==> config.mk <==
export PLATFORM = sky130hd
export DESIGN_NAME = mips_lsu_flat
export DESIGN_NICKNAME = d
export VERILOG_FILES = /design/src/rtl/mips_lsu_if.sv /design/src/rtl/mips_lsu.sv /design/src/flat_wrapper.sv
export SDC_FILE = /design/constraint.sdc
export NUM_CORES = 1
export LEC_CHECK = 0
export CORE_MARGIN = 2
export CORE_UTILIZATION = 47
export CTS_CLUSTER_DIAMETER = 40
export DETAILED_ROUTE_END_ITERATION = 12
export GPL_ROUTABILITY_DRIVEN = 0
export HOLD_SLACK_MARGIN = 0.12
export PLACE_DENSITY = 0.81
export SYNTH_ARGS = -nofsm -noshare
export SYNTH_HDL_FRONTEND = slang
export SYNTH_SLANG_ARGS = --single-unit
==> constraint.sdc <==
create_clock -name clk -period 2.7 [get_ports clk]
set_clock_uncertainty 0.15 [all_clocks]
set_input_delay 0.81 -clock clk [delete_from_list [all_inputs] [get_ports clk]]
set_output_delay 0.81 -clock clk [all_outputs]
set_load 0.005 [all_outputs]
==> src/rtl/mips_lsu_if.sv <==
// mips_lsu_if: request/response and word-memory bus of the MIPS load/store unit.
//   req_*  : one load/store per valid/ready handshake (op, byte address, store data, old rt)
//   resp_* : one-cycle completion pulse with load data and 2-bit error code; busy = ~req_ready
//   mem_*  : word memory port, mem_req held until mem_ack, mem_rdata valid with mem_ack
// Modports: master = pipeline/memory side, slave = the LSU.
interface mips_lsu_if #(
   parameter int unsigned ADDR_W = 21
) ();
   logic              req_valid;
   logic              req_ready;
   logic [5:0]        req_op;
   logic [ADDR_W-1:0] req_addr;
   logic [31:0]       req_wdata;
   logic [31:0]       req_rt_old;
   logic              resp_valid;
   logic [31:0]       resp_data;
   logic [1:0]        resp_err;
   logic              busy;
   logic              mem_req;
   logic              mem_we;
   logic [ADDR_W-3:0] mem_addr;
   logic [3:0]        mem_be;
   logic [31:0]       mem_wdata;
   logic              mem_ack;
   logic [31:0]       mem_rdata;

   modport master (
      output req_valid, req_op, req_addr, req_wdata, req_rt_old, mem_ack, mem_rdata,
      input  req_ready, resp_valid, resp_data, resp_err, busy,
      input  mem_req, mem_we, mem_addr, mem_be, mem_wdata
   );

   modport slave (
      input  req_valid, req_op, req_addr, req_wdata, req_rt_old, mem_ack, mem_rdata,
      output req_ready, resp_valid, resp_data, resp_err, busy,
      output mem_req, mem_we, mem_addr, mem_be, mem_wdata
   );
endinterface

==> src/rtl/mips_lsu.sv <==
// mips_lsu: multi-cycle MIPS load/store unit (LB/LH/LWL/LW/LBU/LHU/LWR/SB/SH/SW).
// Little-endian lanes; FSM Idle -> Mem -> Resp -> Idle. Misaligned or illegal requests
// skip the memory access and respond one cycle after acceptance.
// Ports:
//   clk   : clock, all state on rising edge
//   reset : synchronous, active-high
//   bus   : mips_lsu_if.slave (request, response, busy and word-memory signals)
// Parameters: ADDR_W byte-address width; TIMEOUT max MEM cycles without mem_ack.
// Optional feature: define MIPS_LSU_TIMEOUT_EN to abort a MEM phase after TIMEOUT
// cycles with resp_err = 2'b11; otherwise MEM waits for mem_ack indefinitely.
module mips_lsu #(
   parameter int unsigned ADDR_W  = 21,
   parameter int unsigned TIMEOUT = 64
) (
   input logic       clk,
   input logic       reset,
   mips_lsu_if.slave bus
);

   localparam logic [5:0] OpLb  = 6'h20;
   localparam logic [5:0] OpLh  = 6'h21;
   localparam logic [5:0] OpLwl = 6'h22;
   localparam logic [5:0] OpLw  = 6'h23;
   localparam logic [5:0] OpLbu = 6'h24;
   localparam logic [5:0] OpLhu = 6'h25;
   localparam logic [5:0] OpLwr = 6'h26;
   localparam logic [5:0] OpSb  = 6'h28;
   localparam logic [5:0] OpSh  = 6'h29;
   localparam logic [5:0] OpSw  = 6'h2B;

   localparam logic [1:0] ErrOk       = 2'b00;
   localparam logic [1:0] ErrMisalign = 2'b01;
   localparam logic [1:0] ErrIllegal  = 2'b10;

   if (TIMEOUT < 1) begin : g_timeout_check
      $error("mips_lsu: TIMEOUT must be >= 1");
   end

   typedef enum logic [1:0] {StIdle, StMem, StResp} state_e;

   state_e              state_q, state_d;
   logic [5:0]          op_q, op_d;
   logic [1:0]          off_q, off_d;
   logic [31:0]         rt_old_q, rt_old_d;
   logic                mem_req_q, mem_req_d;
   logic                mem_we_q, mem_we_d;
   logic [ADDR_W-3:0]   mem_addr_q, mem_addr_d;
   logic [3:0]          mem_be_q, mem_be_d;
   logic [31:0]         mem_wdata_q, mem_wdata_d;
   logic                resp_valid_q, resp_valid_d;
   logic [31:0]         resp_data_q, resp_data_d;
   logic [1:0]          resp_err_q, resp_err_d;

`ifdef MIPS_LSU_TIMEOUT_EN
   localparam int unsigned CntW = (TIMEOUT > 1) ? $clog2(TIMEOUT) : 1;
   localparam logic [1:0]  ErrTimeout = 2'b11;
   logic [CntW-1:0] cnt_q, cnt_d;
`endif

   // Request decode, evaluated on the raw request while Idle.
   logic        req_load, req_store, req_illegal, req_misaligned;
   logic [3:0]  st_be;
   logic [31:0] st_wdata;

   always_comb begin
      req_load       = 1'b0;
      req_store      = 1'b0;
      req_misaligned = 1'b0;
      st_be          = 4'b1111;
      st_wdata       = bus.req_wdata;
      case (bus.req_op)
         OpLb, OpLbu, OpLwl, OpLwr: req_load = 1'b1;
         OpLh, OpLhu: begin
            req_load       = 1'b1;
            req_misaligned = bus.req_addr[0];
         end
         OpLw: begin
            req_load       = 1'b1;
            req_misaligned = |bus.req_addr[1:0];
         end
         OpSb: begin
            req_store = 1'b1;
            st_be     = 4'b0001 << bus.req_addr[1:0];
            st_wdata  = {4{bus.req_wdata[7:0]}};
         end
         OpSh: begin
            req_store      = 1'b1;
            req_misaligned = bus.req_addr[0];
            st_be          = 4'b0011 << bus.req_addr[1:0];
            st_wdata       = {2{bus.req_wdata[15:0]}};
         end
         OpSw: begin
            req_store      = 1'b1;
            req_misaligned = |bus.req_addr[1:0];
         end
         default: ;
      endcase
      req_illegal = ~(req_load | req_store);
   end

   // Load alignment/extension/merge from the word returned with mem_ack.
   logic [7:0]  lane_b;
   logic [15:0] lane_h;
   logic [4:0]  lwl_sh, lwr_sh;
   logic [31:0] load_data;

   always_comb begin
      lane_b    = bus.mem_rdata[{off_q, 3'b000} +: 8];
      lane_h    = bus.mem_rdata[{off_q[1], 4'b0000} +: 16];
      lwl_sh    = {~off_q, 3'b000};  // 8*(3-k): rdata low bytes move to the top
      lwr_sh    = {off_q, 3'b000};   // 8*k: rdata high bytes move to the bottom
      load_data = bus.mem_rdata;
      case (op_q)
         OpLb:    load_data = {{24{lane_b[7]}}, lane_b};
         OpLbu:   load_data = {24'b0, lane_b};
         OpLh:    load_data = {{16{lane_h[15]}}, lane_h};
         OpLhu:   load_data = {16'b0, lane_h};
         OpLwl:   load_data = (bus.mem_rdata << lwl_sh) |
                              (rt_old_q & ~(32'hFFFF_FFFF << lwl_sh));
         OpLwr:   load_data = (bus.mem_rdata >> lwr_sh) |
                              (rt_old_q & ~(32'hFFFF_FFFF >> lwr_sh));
         default: load_data = bus.mem_rdata;
      endcase
   end

   always_comb begin
      state_d      = state_q;
      op_d         = op_q;
      off_d        = off_q;
      rt_old_d     = rt_old_q;
      mem_req_d    = mem_req_q;
      mem_we_d     = mem_we_q;
      mem_addr_d   = mem_addr_q;
      mem_be_d     = mem_be_q;
      mem_wdata_d  = mem_wdata_q;
      resp_valid_d = 1'b0;
      resp_data_d  = resp_data_q;
      resp_err_d   = resp_err_q;
`ifdef MIPS_LSU_TIMEOUT_EN
      cnt_d        = cnt_q;
`endif
      case (state_q)
         StIdle: begin
            if (bus.req_valid) begin
               if (req_illegal || req_misaligned) begin
                  state_d      = StResp;
                  resp_valid_d = 1'b1;
                  resp_data_d  = 32'b0;
                  resp_err_d   = req_illegal ? ErrIllegal : ErrMisalign;
               end else begin
                  state_d     = StMem;
                  op_d        = bus.req_op;
                  off_d       = bus.req_addr[1:0];
                  rt_old_d    = bus.req_rt_old;
                  mem_req_d   = 1'b1;
                  mem_we_d    = req_store;
                  mem_addr_d  = bus.req_addr[ADDR_W-1:2];
                  mem_be_d    = req_store ? st_be : 4'b1111;
                  mem_wdata_d = req_store ? st_wdata : 32'b0;
`ifdef MIPS_LSU_TIMEOUT_EN
                  cnt_d       = '0;
`endif
               end
            end
         end
         StMem: begin
            if (bus.mem_ack) begin
               state_d      = StResp;
               mem_req_d    = 1'b0;
               resp_valid_d = 1'b1;
               resp_err_d   = ErrOk;
               resp_data_d  = mem_we_q ? 32'b0 : load_data;
            end
`ifdef MIPS_LSU_TIMEOUT_EN
            else if (cnt_q == CntW'(TIMEOUT - 1)) begin
               state_d      = StResp;
               mem_req_d    = 1'b0;
               resp_valid_d = 1'b1;
               resp_err_d   = ErrTimeout;
               resp_data_d  = 32'b0;
            end else begin
               cnt_d = cnt_q + 1'b1;
            end
`else
            // No timeout: keep waiting for mem_ack.
`endif
         end
         StResp:  state_d = StIdle;
         default: state_d = StIdle;
      endcase
   end

   always_ff @(posedge clk) begin
      if (reset) begin
         state_q      <= StIdle;
         op_q         <= 6'b0;
         off_q        <= 2'b0;
         rt_old_q     <= 32'b0;
         mem_req_q    <= 1'b0;
         mem_we_q     <= 1'b0;
         mem_addr_q   <= '0;
         mem_be_q     <= 4'b0;
         mem_wdata_q  <= 32'b0;
         resp_valid_q <= 1'b0;
         resp_data_q  <= 32'b0;
         resp_err_q   <= 2'b0;
`ifdef MIPS_LSU_TIMEOUT_EN
         cnt_q        <= '0;
`endif
      end else begin
         state_q      <= state_d;
         op_q         <= op_d;
         off_q        <= off_d;
         rt_old_q     <= rt_old_d;
         mem_req_q    <= mem_req_d;
         mem_we_q     <= mem_we_d;
         mem_addr_q   <= mem_addr_d;
         mem_be_q     <= mem_be_d;
         mem_wdata_q  <= mem_wdata_d;
         resp_valid_q <= resp_valid_d;
         resp_data_q  <= resp_data_d;
         resp_err_q   <= resp_err_d;
`ifdef MIPS_LSU_TIMEOUT_EN
         cnt_q        <= cnt_d;
`endif
      end
   end

   assign bus.req_ready  = (state_q == StIdle);
   assign bus.busy       = (state_q != StIdle);
   assign bus.mem_req    = mem_req_q;
   assign bus.mem_we     = mem_we_q;
   assign bus.mem_addr   = mem_addr_q;
   assign bus.mem_be     = mem_be_q;
   assign bus.mem_wdata  = mem_wdata_q;
   assign bus.resp_valid = resp_valid_q;
   assign bus.resp_data  = resp_data_q;
   assign bus.resp_err   = resp_err_q;

endmodule

==> src/flat_wrapper.sv <==
// flat-port wrapper written by rule: the top's interface ports become plain ports
module mips_lsu_flat 
#(
   parameter int unsigned ADDR_W  = 21,
   parameter int unsigned TIMEOUT = 64
)
  (clk, reset, bus_req_valid, bus_req_op, bus_req_addr, bus_req_wdata, bus_req_rt_old, bus_mem_ack, bus_mem_rdata, bus_req_ready, bus_resp_valid, bus_resp_data, bus_resp_err, bus_busy, bus_mem_req, bus_mem_we, bus_mem_addr, bus_mem_be, bus_mem_wdata);
  mips_lsu_if #(.ADDR_W(ADDR_W)) bus_i ();
  input logic clk;
  input logic reset;
  input wire logic [$bits(bus_i.req_valid)-1:0] bus_req_valid;
  input wire logic [$bits(bus_i.req_op)-1:0] bus_req_op;
  input wire logic [$bits(bus_i.req_addr)-1:0] bus_req_addr;
  input wire logic [$bits(bus_i.req_wdata)-1:0] bus_req_wdata;
  input wire logic [$bits(bus_i.req_rt_old)-1:0] bus_req_rt_old;
  input wire logic [$bits(bus_i.mem_ack)-1:0] bus_mem_ack;
  input wire logic [$bits(bus_i.mem_rdata)-1:0] bus_mem_rdata;
  output wire logic [$bits(bus_i.req_ready)-1:0] bus_req_ready;
  output wire logic [$bits(bus_i.resp_valid)-1:0] bus_resp_valid;
  output wire logic [$bits(bus_i.resp_data)-1:0] bus_resp_data;
  output wire logic [$bits(bus_i.resp_err)-1:0] bus_resp_err;
  output wire logic [$bits(bus_i.busy)-1:0] bus_busy;
  output wire logic [$bits(bus_i.mem_req)-1:0] bus_mem_req;
  output wire logic [$bits(bus_i.mem_we)-1:0] bus_mem_we;
  output wire logic [$bits(bus_i.mem_addr)-1:0] bus_mem_addr;
  output wire logic [$bits(bus_i.mem_be)-1:0] bus_mem_be;
  output wire logic [$bits(bus_i.mem_wdata)-1:0] bus_mem_wdata;
  assign bus_i.req_valid = bus_req_valid;
  assign bus_i.req_op = bus_req_op;
  assign bus_i.req_addr = bus_req_addr;
  assign bus_i.req_wdata = bus_req_wdata;
  assign bus_i.req_rt_old = bus_req_rt_old;
  assign bus_i.mem_ack = bus_mem_ack;
  assign bus_i.mem_rdata = bus_mem_rdata;
  assign bus_req_ready = bus_i.req_ready;
  assign bus_resp_valid = bus_i.resp_valid;
  assign bus_resp_data = bus_i.resp_data;
  assign bus_resp_err = bus_i.resp_err;
  assign bus_busy = bus_i.busy;
  assign bus_mem_req = bus_i.mem_req;
  assign bus_mem_we = bus_i.mem_we;
  assign bus_mem_addr = bus_i.mem_addr;
  assign bus_mem_be = bus_i.mem_be;
  assign bus_mem_wdata = bus_i.mem_wdata;
  mips_lsu #(.ADDR_W(ADDR_W), .TIMEOUT(TIMEOUT)) u_core (.clk(clk), .reset(reset), .bus(bus_i));
endmodule
==> results.toml <==
[cts]
htreeDepth = 4
clkTransAtPathRegs_ns = 0.06
clockBufferDepth = 2
cts_sinks = 134
cts_root_buf = "clkbuf_16"
tritoncts = "yes"
cts.hold.buffers_added = 0
cts_buffers = 17
worstSkewPairLatency_ns = 0.42

[timing]
final_hold_viol_count = 0
timing.final.setup_violations = 0
slew_viol_final = 0
fin_crit_sh_pct = 97.4
worstMarginPinSlew_ns = 0.866
period_minus_slack_ns = 2.63
setup_tns_ns = 0
clock.fmax_mhz = 380
slew_headroom_pct = 42.3

[power_and_ir_drop]
switching_power_mw = 1.23
power_frac_clock_pct = 47.7
p_leak_nw = 3.76
ir_drop_mv = 0.423
power_density_nw_per_um2 = 504
p_comb_share_pct = 13.1
p_total_mw = 5.21
intPower_mw = 3.98
pwr-share-seq_pct = 39.2
switching_share_pct = 23.5

[critical_path]
required_ns = 1.74
regToRegEndpoint = "u_core.bus.resp_data[14]"
worst-path-buf-inv = 1
r2r-start = "u_core.op_q[0]"
slowest_stage = "clkdlybuf4s50_1"
slowest_delay_ns = 0.57
path_cells = "nor2_1, clkdlybuf4s50_1"
endpoint = "bus_req_ready"
critPathLaunchType = "flip-flop"
cp_data_arrival_time_ns = 1.67
critPathCaptureType = "primary output"
cp.depth = 2
regToRegSetupSlack_ns = 0.39
rr_worst_depth = 5
critPathKind = "reg2out"
crit_start = "u_core.state_q[0]"
path_delay_family = "buffers and inverters"
cp_max_fo = 6

[floorplanning]
io_pins = 221
die_h_um = 125
start_util_pct = 47.8
rows = 44
die-area_um2 = 15700
design.core.area_um2 = 14500
die_w_um = 125

[synth]
synth_area_leaders = "dfxtp_1 (39%), nand2_1 (9.7%), a21oi_1 (8.5%), mux2_2 (6.0%), mux2i_1 (4.3%)"
synthXorXnorAreaFrac_pct = 0
ys_types = 55
synthMuxAreaShare_pct = 13.3
synthArstFlopShare_pct = 0
synth_top_area_share_pct = 38.8
synthAdderAreaFrac_pct = 0
synth-simple-area-share_pct = 17.8
syn_area_um2 = 6920
synth_top_family_by_area = "compound AO/OA/AOI/OAI gates"
ys_seq_area_share_pct = 38.8
ys_warn_count = 0
synth_ff_type = "dfxtp_1"
syn-num-nets = 967
avgSynthCellArea_um2 = 8.24
synth_most_common_cell = "nand2_1"
synth_compound_area_share_pct = 24.8
ys_seq_elements = 134
synth_area_leader_cell = "dfxtp_1"
ys_top_cells_by_count = "nand2_1 (178), dfxtp_1 (134), a21oi_1 (117), clkbuf_1 (42), mux2_2 (37)"
synth_edf_count = 0
syn_inst = 840

[layout]
syn_to_final_growth_pct = 49.6
stdcell_area_um2 = 10400
nFillCells = 1124
regArea_um2 = 2690
fin_nets = 1207
drive_gt1_share_pct = 15.3
multi_input_area_um2 = 3880

[routing]
antenna_left = 0
via_count = 7564
routedWlPerCell_um = 18.7
dr.pass1.iters = 10
drt_drc_violations_left = 0
avgViaCountPerCell = 5.92
drt_wl_total_um = 23800
drt-initial-drc-count = 683

[grt]
grt_pass1_vias = 7217
antenna_found_initial = 1
grt_max_degree = 82
grt-ovfl-total = 0
grt_pass1_wl_um = 36900
grt_usage_pct = 29.3

[min_path]
hold_path_class = "reg2reg"

[placed_design]
dpl_cell_area_um2 = 9680
dp_hpwl_um = 16900
port_buffers = 220

[flow_run]
cap_violations = 0

[status]
status = "finished clean"
-- metal layers --
| layer | track usage [%] | vias up | wire length, um |
|---|---|---|---|
| li1 | - | 3518 | - |
| met1 | 35.2 | 3542 | 9220 |
| met2 | 47.3 | 434 | 11300 |
| met3 | 9.46 | 70 | 2330 |
| met4 | 14.4 | 0 | 953 |
| met5 | 0 | - | 0 |
-- layout make-up --
cell class              instances  area share, %
repair buffers                293           27.8
clock buffers                  20           4.41
inverters                      11          0.399
diodes                          1         0.0242
flip-flops and latches        134           25.9
well taps                     184           2.22
multi-input cells             623           37.5
clock inverters                12           1.69
-- registers in the layout (all words and copies together) (netlist names) --
name and cells:
u_core.bus.mem_addr 19, u_core.bus.mem_be 4, u_core.bus.mem_req 1, u_core.bus.mem_wdata 32, u_core.bus.mem_we 1, u_core.bus.resp_data 32
u_core.bus.resp_err 2, u_core.bus.resp_valid 1, u_core.off_q 2, u_core.op_q 6, u_core.rt_old_q 32, u_core.state_q 2
-- what timing repair did --
action	CTS	global route
buffers inserted	0	1
endpoints found under the setup margin	0	68
resized for setup	0	3
-- per-stage QoR --
step                worst slack, ns  cells  hold slack [ns]  utilization, %
global route                -0.0421   1277            0.319            71.5
detailed placement           -0.346   1243            0.292            66.8
floorplan                     0.143    840            0.283               -
global placement             -0.302   1243            0.284            66.8
CTS                          0.0533   1275            0.303            71.2
finish                       0.0708   1278            0.301            71.5
-- cells in the final DEF (no fill, tap or decap), types with 4 or more instances in the layout --
master	netlist	final
nor3_1	11	10
a211oi_1	9	9
nand3_1	23	23
o21ai_0	36	35
a221oi_1	5	5
buf_4	3	64
a22oi_1	13	13
buf_12	0	9
o22ai_1	7	7
a222oi_1	8	8
mux2_2	37	37
a31oi_1	13	13
mux2i_1	30	30
mux4_2	9	9
nor2b_1	11	11
o2111ai_1	6	6
dfxtp_1	134	132
clkdlybuf4s50_1	0	218
inv_1	11	11
bufinv_16	0	4
o211ai_1	9	9
nor2_1	28	28
clkbuf_16	0	18
o21a_1	4	4
a21oi_1	117	116
a21o_1	21	21
nand2_1	178	178
a221o_1	8	8
-- how the worst min path moves through the flow --
stage                     slack, ns  cells past startpoint                  endpoint                startpoint
after detailed placement       0.29                      1  u_core.bus.resp_data[13]  u_core.bus.resp_data[13]
after floorplan                0.28                      2       u_core.rt_old_q[30]       u_core.rt_old_q[30]
after global routing           0.32                      2  u_core.bus.mem_wdata[25]  u_core.bus.mem_wdata[25]
after global placement         0.28                      1  u_core.bus.resp_data[13]  u_core.bus.resp_data[13]
final                          0.30                      2  u_core.bus.mem_wdata[26]  u_core.bus.mem_wdata[26]
after CTS                      0.30                      2  u_core.bus.mem_wdata[26]  u_core.bus.mem_wdata[26]
-- worst register-to-register path, delay by kind of cell (launching register included) --
kind	cells	cell delay (ns)
compound gates	4	1.04
simple gates	1	0.67
flops	1	0.39
-- cell families after synthesis --
| logic type | after synthesis |
|---|---|
| AND/OR/NAND/NOR | 276 |
| AO/OA/AOI/OAI | 271 |
| flip-flops | 134 |
| buffers and inverters | 83 |
| multiplexers | 76 |
-- power groups by stage --
stage	Sequential, mW	Combinational [mW]	Clock [mW]
global placement	2.09	0.655	0
CTS	2.04	0.669	2.50
global route	2.05	0.726	2.60
finish	2.04	0.681	2.49
floorplan	2.08	0.267	0
detailed placement	2.09	0.663	0
(Power assumes the default switching activity.)
